<file path="config.mk">
export PLATFORM = sky130hd
export DESIGN_NAME = gpio_irq_servicer
export DESIGN_NICKNAME = d
export VERILOG_FILES = /design/src/rtl/gpio_pkg.sv /design/src/rtl/gpio_irq_servicer_rr_pick32.sv /design/src/rtl/gpio_irq_servicer.sv
export SDC_FILE = /design/constraint.sdc
export NUM_CORES = 1
export LEC_CHECK = 0
export ABC_CLOCK_PERIOD_IN_PS = 6000
export CORE_MARGIN = 2
export CORE_UTILIZATION = 58
export DETAILED_ROUTE_END_ITERATION = 7
export PLACE_DENSITY = 0.82
export SLEW_MARGIN = 20
export SYNTH_ARGS = -nofsm -noshare
export SYNTH_HDL_FRONTEND = slang
export SYNTH_SLANG_ARGS = --single-unit
</file>
<file path="constraint.sdc">
create_clock -name PCLK -period 6 [get_ports PCLK]
set_input_delay 1.2 -clock PCLK [delete_from_list [all_inputs] [get_ports PCLK]]
set_output_delay 1.2 -clock PCLK [all_outputs]
set_load 0.1 [all_outputs]
</file>
<file path="src/rtl/gpio_pkg.sv">
// Shared definitions for the GPIO bank and its interrupt servicer: register
// map offsets and the servicer state encoding.
package gpio_pkg;

    // GPIO register map (byte offsets)
    localparam logic [7:0] GPIO_DIR          = 8'h00;
    localparam logic [7:0] GPIO_OUT          = 8'h04;
    localparam logic [7:0] GPIO_IN           = 8'h08;
    localparam logic [7:0] GPIO_INT_EN       = 8'h0C;
    localparam logic [7:0] GPIO_INT_STATUS   = 8'h10;
    localparam logic [7:0] GPIO_INT_TYPE     = 8'h14;
    localparam logic [7:0] GPIO_INT_POL      = 8'h18;
    localparam logic [7:0] GPIO_DEBOUNCE_CFG = 8'h1C;

    typedef enum logic [2:0] {
        IDLE      = 3'd0,
        RD_SETUP  = 3'd1,
        RD_ACCESS = 3'd2,
        PICK      = 3'd3,
        PRESENT   = 3'd4,
        WR_SETUP  = 3'd5,
        WR_ACCESS = 3'd6
    } svc_state_t;

endpackage

</file>
<file path="src/rtl/gpio_irq_servicer_rr_pick32.sv">
// Round-robin picker over 32 requests: rotate so that ptr becomes bit 0,
// take the lowest set bit, then rotate the index back.
module rr_pick32 (
    input  logic [31:0] req,
    input  logic [4:0]  ptr,
    output logic        any,
    output logic [4:0]  idx
);

    logic [31:0] rot;
    logic [4:0]  off;

    // Rotate right by ptr and priority-encode the lowest set bit
    always_comb begin
        rot = 32'({req, req} >> ptr);
        any = |req;
        off = 5'd0;
        // Scan downward so the lowest set bit wins
        for (int i = 31; i >= 0; i--) begin
            if (rot[i]) off = 5'(i);
        end
        idx = off + ptr;
    end

endmodule

</file>
<file path="src/rtl/gpio_irq_servicer.sv">
// APB master that services the GPIO bank interrupt: reads INT_STATUS, picks
// one pending pin round-robin, hands it to a consumer, then clears it (W1C).
module gpio_irq_servicer
    import gpio_pkg::*;
#(
    parameter logic [7:0]  ADDR_INT_STATUS = GPIO_INT_STATUS,
    parameter int unsigned TIMEOUT_CYC     = 16,
    parameter int unsigned NPINS           = 32   // rr_pick32 fixes this at 32
) (
    input  logic        PCLK,
    input  logic        PRESETn,
    input  logic        en,
    input  logic        gpio_irq,
    output logic        PSEL,
    output logic        PENABLE,
    output logic        PWRITE,
    output logic [7:0]  PADDR,
    output logic [31:0] PWDATA,
    input  logic [31:0] PRDATA,
    input  logic        PREADY,
    input  logic        PSLVERR,
    output logic        vec_valid,
    output logic [4:0]  vec_id,
    input  logic        vec_ready,
    output logic        err,
    output logic        busy
);

    localparam int unsigned   TW       = (TIMEOUT_CYC > 1) ? $clog2(TIMEOUT_CYC) : 1;
    localparam logic [TW-1:0] TMO_LAST = TW'(TIMEOUT_CYC - 1);
    localparam logic [4:0]    LAST_PIN = 5'(NPINS - 1);

    svc_state_t    state_q;
    logic [4:0]    rr_ptr_q;
    logic [31:0]   status_q;
    logic [TW-1:0] tmo_cnt_q;
    logic          pick_any;
    logic [4:0]    pick_idx;
    logic [4:0]    next_ptr;

    rr_pick32 u_pick (
        .req (status_q),
        .ptr (rr_ptr_q),
        .any (pick_any),
        .idx (pick_idx)
    );

    // Pointer moves just past the pin being handed off, wrapping at the top pin
    always_comb begin
        next_ptr = (vec_id == LAST_PIN) ? 5'd0 : vec_id + 5'd1;
    end

    assign busy = (state_q != IDLE);

    // Service FSM; every output is registered and set on the transition into its state
    always_ff @(posedge PCLK or negedge PRESETn) begin
        if (!PRESETn) begin
            state_q   <= IDLE;
            rr_ptr_q  <= 5'd0;
            status_q  <= 32'd0;
            tmo_cnt_q <= '0;
            PSEL      <= 1'b0;
            PENABLE   <= 1'b0;
            PWRITE    <= 1'b0;
            PADDR     <= 8'd0;
            PWDATA    <= 32'd0;
            vec_valid <= 1'b0;
            vec_id    <= 5'd0;
            err       <= 1'b0;
        end else begin
            case (state_q)
                IDLE: begin
                    if (en && gpio_irq) begin
                        state_q <= RD_SETUP;
                        PSEL    <= 1'b1;
                        PWRITE  <= 1'b0;
                        PADDR   <= ADDR_INT_STATUS;
                        PENABLE <= 1'b0;
                    end
                end
                RD_SETUP: begin
                    state_q   <= RD_ACCESS;
                    PENABLE   <= 1'b1;
                    tmo_cnt_q <= '0;
                end
                RD_ACCESS: begin
                    if (PREADY || (tmo_cnt_q == TMO_LAST)) begin
                        PSEL    <= 1'b0;
                        PENABLE <= 1'b0;
                        PADDR   <= 8'd0;
                        if (!PREADY || PSLVERR) begin
                            err     <= 1'b1;
                            state_q <= IDLE;
                        end else begin
                            status_q <= PRDATA;
                            state_q  <= PICK;
                        end
                    end else begin
                        tmo_cnt_q <= tmo_cnt_q + 1'b1;
                    end
                end
                PICK: begin
                    // Empty snapshot: spurious or already-cleared interrupt
                    if (pick_any) begin
                        vec_valid <= 1'b1;
                        vec_id    <= pick_idx;
                        state_q   <= PRESENT;
                    end else begin
                        state_q <= IDLE;
                    end
                end
                PRESENT: begin
                    if (vec_valid && vec_ready) begin
                        vec_valid <= 1'b0;
                        rr_ptr_q  <= next_ptr;
                        PSEL      <= 1'b1;
                        PWRITE    <= 1'b1;
                        PADDR     <= ADDR_INT_STATUS;
                        PWDATA    <= 32'd1 << vec_id;
                        PENABLE   <= 1'b0;
                        state_q   <= WR_SETUP;
                    end
                end
                WR_SETUP: begin
                    state_q   <= WR_ACCESS;
                    PENABLE   <= 1'b1;
                    tmo_cnt_q <= '0;
                end
                WR_ACCESS: begin
                    if (PREADY || (tmo_cnt_q == TMO_LAST)) begin
                        PSEL    <= 1'b0;
                        PENABLE <= 1'b0;
                        PWRITE  <= 1'b0;
                        PADDR   <= 8'd0;
                        PWDATA  <= 32'd0;
                        state_q <= IDLE;
                        if (!PREADY || PSLVERR) err <= 1'b1;
                    end else begin
                        tmo_cnt_q <= tmo_cnt_q + 1'b1;
                    end
                end
                default: state_q <= IDLE;
            endcase
        end
    end

endmodule
</file>
=== Word level (Yosys, flattened, before mapping) ===
Cells that the tools add are included.

* Output and inout bits: 51
* Bits in registers: 94
* Word-level logic and storage cells: 119
* Input port bits: 39

* Bitwise logic cells: 1
* Muxes and demuxes: 59
* Shift-type cells: 2
* Eq/ne operators: 15
* Reductions and logical operators: 27
* Add/sub/neg operators: 3

{| class="wikitable"
|+ Operators by type and width
! cell !! count
|-
| 5-bit two-way mux || 33
|-
| 32-bit two-way mux || 2
|-
| 32-bit case mux with 2 select lines || 1
|-
| 64-bit by 5-bit right shift with 32-bit output || 1
|-
| 32-bit OR reduction || 1
|-
| 1-bit by 5-bit << shifter with 32-bit output, first input constant || 1
|-
| 8-bit two-way mux || 3
|-
| 8-bit case mux with 3 select lines || 1
|-
| 3-bit case mux with 7 select lines || 1
|-
| 4-bit AND reduction || 4
|-
| 3-bit two-way mux || 5
|-
| 2-bit != test, second input constant || 6
|-
| 3-bit AND reduction || 4
|-
| 3-bit == test, second input constant || 3
|-
| 3-bit nonzero test || 3
|-
| 4-bit case mux with 2 select lines || 1
|-
| 3-bit by 2-bit == test with 1-bit output, second input constant || 2
|-
| 1-bit two-way mux || 6
|-
| 1-bit case mux with 3 select lines || 2
|-
| 2-bit AND reduction || 3
|-
| 2-bit nonzero test || 3
|-
| 5-bit by 1-bit adder with 5-bit output, second input constant || 1
|-
| 5-bit adder || 1
|-
| 5-bit == test, second input constant || 1
|-
| other kinds (15) || 18
|}

=== Longest topological paths before layout ===
* Depth after elaboration: 34
* Mapped depth: 20
* Mapped depth without buffers: 15

=== Modules after synthesis ===
Synthesis repeated with hierarchy kept, for this count alone.

* Cells, all modules: 667
* Area total of the unflattened synthesis: 8,022.7 um^2

{| class="wikitable"
|+ By module, submodules not included
! module !! area each (um^2) !! times used !! sequential area each (um^2) !! cells each
|-
| rr_pick32 || 4,092.7 || 1 || 0.0 || 354
|-
| gpio_irq_servicer || 3,930.0 || 1 || 2,152.1 || 313
|}

=== Least setup slack after synthesis ===
No wires, ideal clock.

* Path type: register to register
* Start point: reg rr_ptr_q[1]
* End point: reg vec_id[4]
* Data arrival time: 4.181 ns
* Setup time: 0.124 ns
* Cell stages (with the launch flop): 17
* Path buffers: 3
* Required time: 5.876 ns
* Clock period less this slack: 4.305 ns
* Slack: 1.695 ns
* Cells stage by stage: dfrtp_1 -> buf_6 -> buf_6 -> buf_6 -> mux4_2 -> mux4_2 -> mux2i_1 -> nand2_1 -> o2111ai_1 -> or4b_1 -> a31o_1 -> fa_1 -> a21o_1 -> a21oi_1 -> xnor2_1 -> o31a_1 -> o31a_1

* Longest elaborated chain between the ends: 34

{| class="wikitable"
|+ RTL lines
! what !! line !! text
|-
| start, declared || gpio_irq_servicer.sv:34 || <nowiki>logic [4:0] rr_ptr_q;</nowiki>
|-
| start signal, assigned || gpio_irq_servicer.sv:115 || <nowiki>rr_ptr_q <= next_ptr;</nowiki>
|-
| 64-bit by 5-bit right shift with 32-bit output || gpio_irq_servicer_rr_pick32.sv:15 || <nowiki>rot = 32'({req, req} >> ptr);</nowiki>
|-
| 5-bit two-way mux (32 in series) || gpio_irq_servicer_rr_pick32.sv:20 || <nowiki>if (rot[i]) off = 5'(i);</nowiki>
|-
| 5-bit adder (*) || gpio_irq_servicer_rr_pick32.sv:22 || <nowiki>idx = off + ptr;</nowiki>
|-
| end signal, assigned || gpio_irq_servicer.sv:106 || <nowiki>vec_id <= pick_idx;</nowiki>
|-
| end, declared || gpio_irq_servicer.sv:23 || <nowiki>output logic [4:0] vec_id,</nowiki>
|}

Mark *: on every way between the ends. The rest lies on a longest branch, timed or not.
A chain may end at the register's enable or synchronous reset.

=== Worst setup path in the final report ===
Ends and elaborated chain as after synthesis.

==> flow_metrics.tcl <==
set metrics [dict create \
    cts_resized 0 \
    grt_pass1_wl_um 37400 \
    grt_pass1_vias 6704 \
    synth_area_per_cell_um2 10.5 \
    fin_tns_setup_ns 0 \
    syn_to_final_growth_pct 12.3 \
    rows 43 \
    synth-async-reset-ratio_pct 100 \
    globalplace.congestion 0.987 \
    cp_slowest_cell "dfrtp_4" \
    wl_um 23200 \
    status "complete, no violations" \
    clk_latency_ns 0.35 \
    core-area_um2 13900 \
    max_cap_viol_count 0 \
    dieArea_um2 15200 \
    r2r-start "rr_ptr_q[1]" \
    slew_headroom_pct 29.1 \
    clk_pin_slew_ns 0.06 \
    vias 6939 \
    dp_hpwl_um 16800 \
    cp.arrival_ns 5.34 \
    die_w_um 123 \
    wl_per_cell_um 23.5 \
    yosysUniqueCellTypes 69 \
    setup_violations 0 \
    ys_warn_count 0 \
    hold_viol 0 \
    cp-start-kind "flip-flop" \
    timing.final.crit_share_pct 85.0 \
    synth_common_cells "nand2_1, mux4_2, dfrtp_1" \
    antenna_found_initial 0 \
    cts_buffers 9 \
    tightestPinTransition_ns 1.06 \
    drive_gt1_share_pct 23.1 \
    track_usage_pct 32.5 \
    slowest_delay_ns 0.92 \
    synth.most_common_cell "nand2_1" \
    cts-root-buf "clkbuf_16" \
    ios 90 \
    via_per_inst 7.02 \
    seq_area_frac_synth_pct 26.1 \
    grt_max_degree 66 \
    clock_path_buffers 2 \
    nets 855 \
    drtPass1Iterations 5 \
    crit_path_end_kind "flip-flop" \
    syn_inst 783 \
    synth_largest_area_cell "dfrtp_1" \
    skew_ns 0.00709 \
    drc 0 \
    overflow 0 \
    rrSetupSlack_ns 0.90 \
    critical_path_class "flip-flop to flip-flop" \
    synth_top_area_share_pct 26.1 \
    tritoncts "done" \
    critPathCapture "vec_id[4]" \
    reg2reg_depth 15 \
    h-tree-depth 3 \
    post_cts.repair.setup_buffers 0 \
    ys_ff_latch 86 \
    start_util_pct 59.5 \
    cts_hold_buf 0 \
    crit_start "rr_ptr_q[1]" \
    yosys-top-cells-area "dfrtp_1, mux4_2, mux2_2, mux2i_1, nand2_1" \
    finalMaxSlewViolations 0 \
    cpMostUsedCell "o31a_1" \
    yosys_most_used_dff "dfrtp_1" \
    die_h_um 123 \
    rsz0062_at_grt "false" \
    synth_edf_count 0 \
    fmax_ghz 0.196 \
    path_cells "mux4_1 -> mux4_2 -> a221oi_2 -> or4b_1 -> a221o_1 -> a211oi_2 -> o211ai_1 -> a31oi_1 -> ha_1 -> fa_1 -> a21o_1 -> a21oi_1 -> xnor2_1 -> o31a_1 -> o31a_1" \
    drt_iter0_markers 919 \
    critical_path.max_fanout 48 \
    period_minus_slack_ns 5.10 \
    hp-class "flip-flop to flip-flop" \
    numPortBuffers 82 \
    cp_data_required_time_ns 6.24 \
    r2r-end "vec_id[4]" \
    antenna_left 0 \
    diodes 0 \
    cts_sinks 86 \
    synth_area_um2 8260 \
]
## kinds of logic after synthesis
group                    synth area share, %
AO/OA/AOI/OAI                           11.0
adder cells (fa/ha/maj)                 2.06
AND/OR/NAND/NOR                         13.4
multiplexers                            40.9
XOR/XNOR                               0.424
other                                 0.0454
flip-flops                              26.1
buffers and inverters                   6.15
## routing by layer
metal	track usage, %	share of wire, %	up-vias
met3	6.69	10	61
li1	-	-	3027
met5	0	0	-
met1	45.7	39	3382
met4	12.4	3.3	0
met2	49.9	47	469
## worst max-delay path, delay by kind of cell (launching register included)
family          cells  cell delay, ns
fa+ha+maj           2            0.44
compound gates      9            1.80
flops               1            0.92
mux                 2            1.19
simple gates        1            0.50
xor+xnor            1            0.14
## final cells by class
cell class	count	area, um2
clock buffers	10	229
inverters	13	48.8
multi-input cells	599	5630
clock inverters	6	71.3
well taps	180	225
flip-flops and latches	86	2160
fillers	1037	4610
repair buffers	94	908
## worst min-delay path by stage
stage            startpoint           end  slack [ns]  depth (start not counted)
2_1_floorplan  tmo_cnt_q[1]  tmo_cnt_q[1]        0.50                          2
3_3_place_gp            err           err        0.45                          1
3_5_place_dp            err           err        0.46                          1
4_1_cts                 err           err        0.47                          1
5_1_grt                 err           err        0.49                          1
6_report                err           err        0.48                          1
## layout by cell type (no fill, tap or decap), drive strengths merged, types with 3 or more instances in the layout
cell           count
nand2            104
mux4              94
dfrtp             86
clkdlybuf4s50     81
mux2              62
mux2i             54
o21ai             49
nor2              23
nand3             23
a21oi             20
and2              13
buf               13
ha                12
inv               12
nor2b             11
nor4              10
clkbuf            10
and3               9
nor3               8
o31ai              8
a22oi              7
nand2b             7
conb               7
nor3b              6
o211ai             5
a211oi             5
nand4              4
a31oi              4
a22o               4
a21boi             4
clkinv             4
o2111ai            3
xor2               3
o211a              3
a31o               3
## per-stage QoR
step                hold slack [ns]  std cells  instance area, um2  setup slack, ns  utilization [%]
detailed placement            0.456        972                8970            0.949             64.6
global route                  0.487        988                9270            0.601             66.8
finish                        0.476        988                9270            0.898             66.8
CTS                           0.470        988                9270            0.927             66.8
global placement              0.454        972                8970             1.07             64.6
floorplan                     0.497        789                8280             1.69                -
## registers in the layout, indices dropped and copies added (netlist names)
register and flops:
PENABLE 1, PWDATA 32, PWRITE 1, vec_id 5, err 1, rr_ptr_q 5, state_q 3, status_q 32
PADDR 1, vec_valid 1, tmo_cnt_q 4
Power is not shown: default switching activity piles up to over one toggle a cycle in this logic, so the estimate is an artifact.
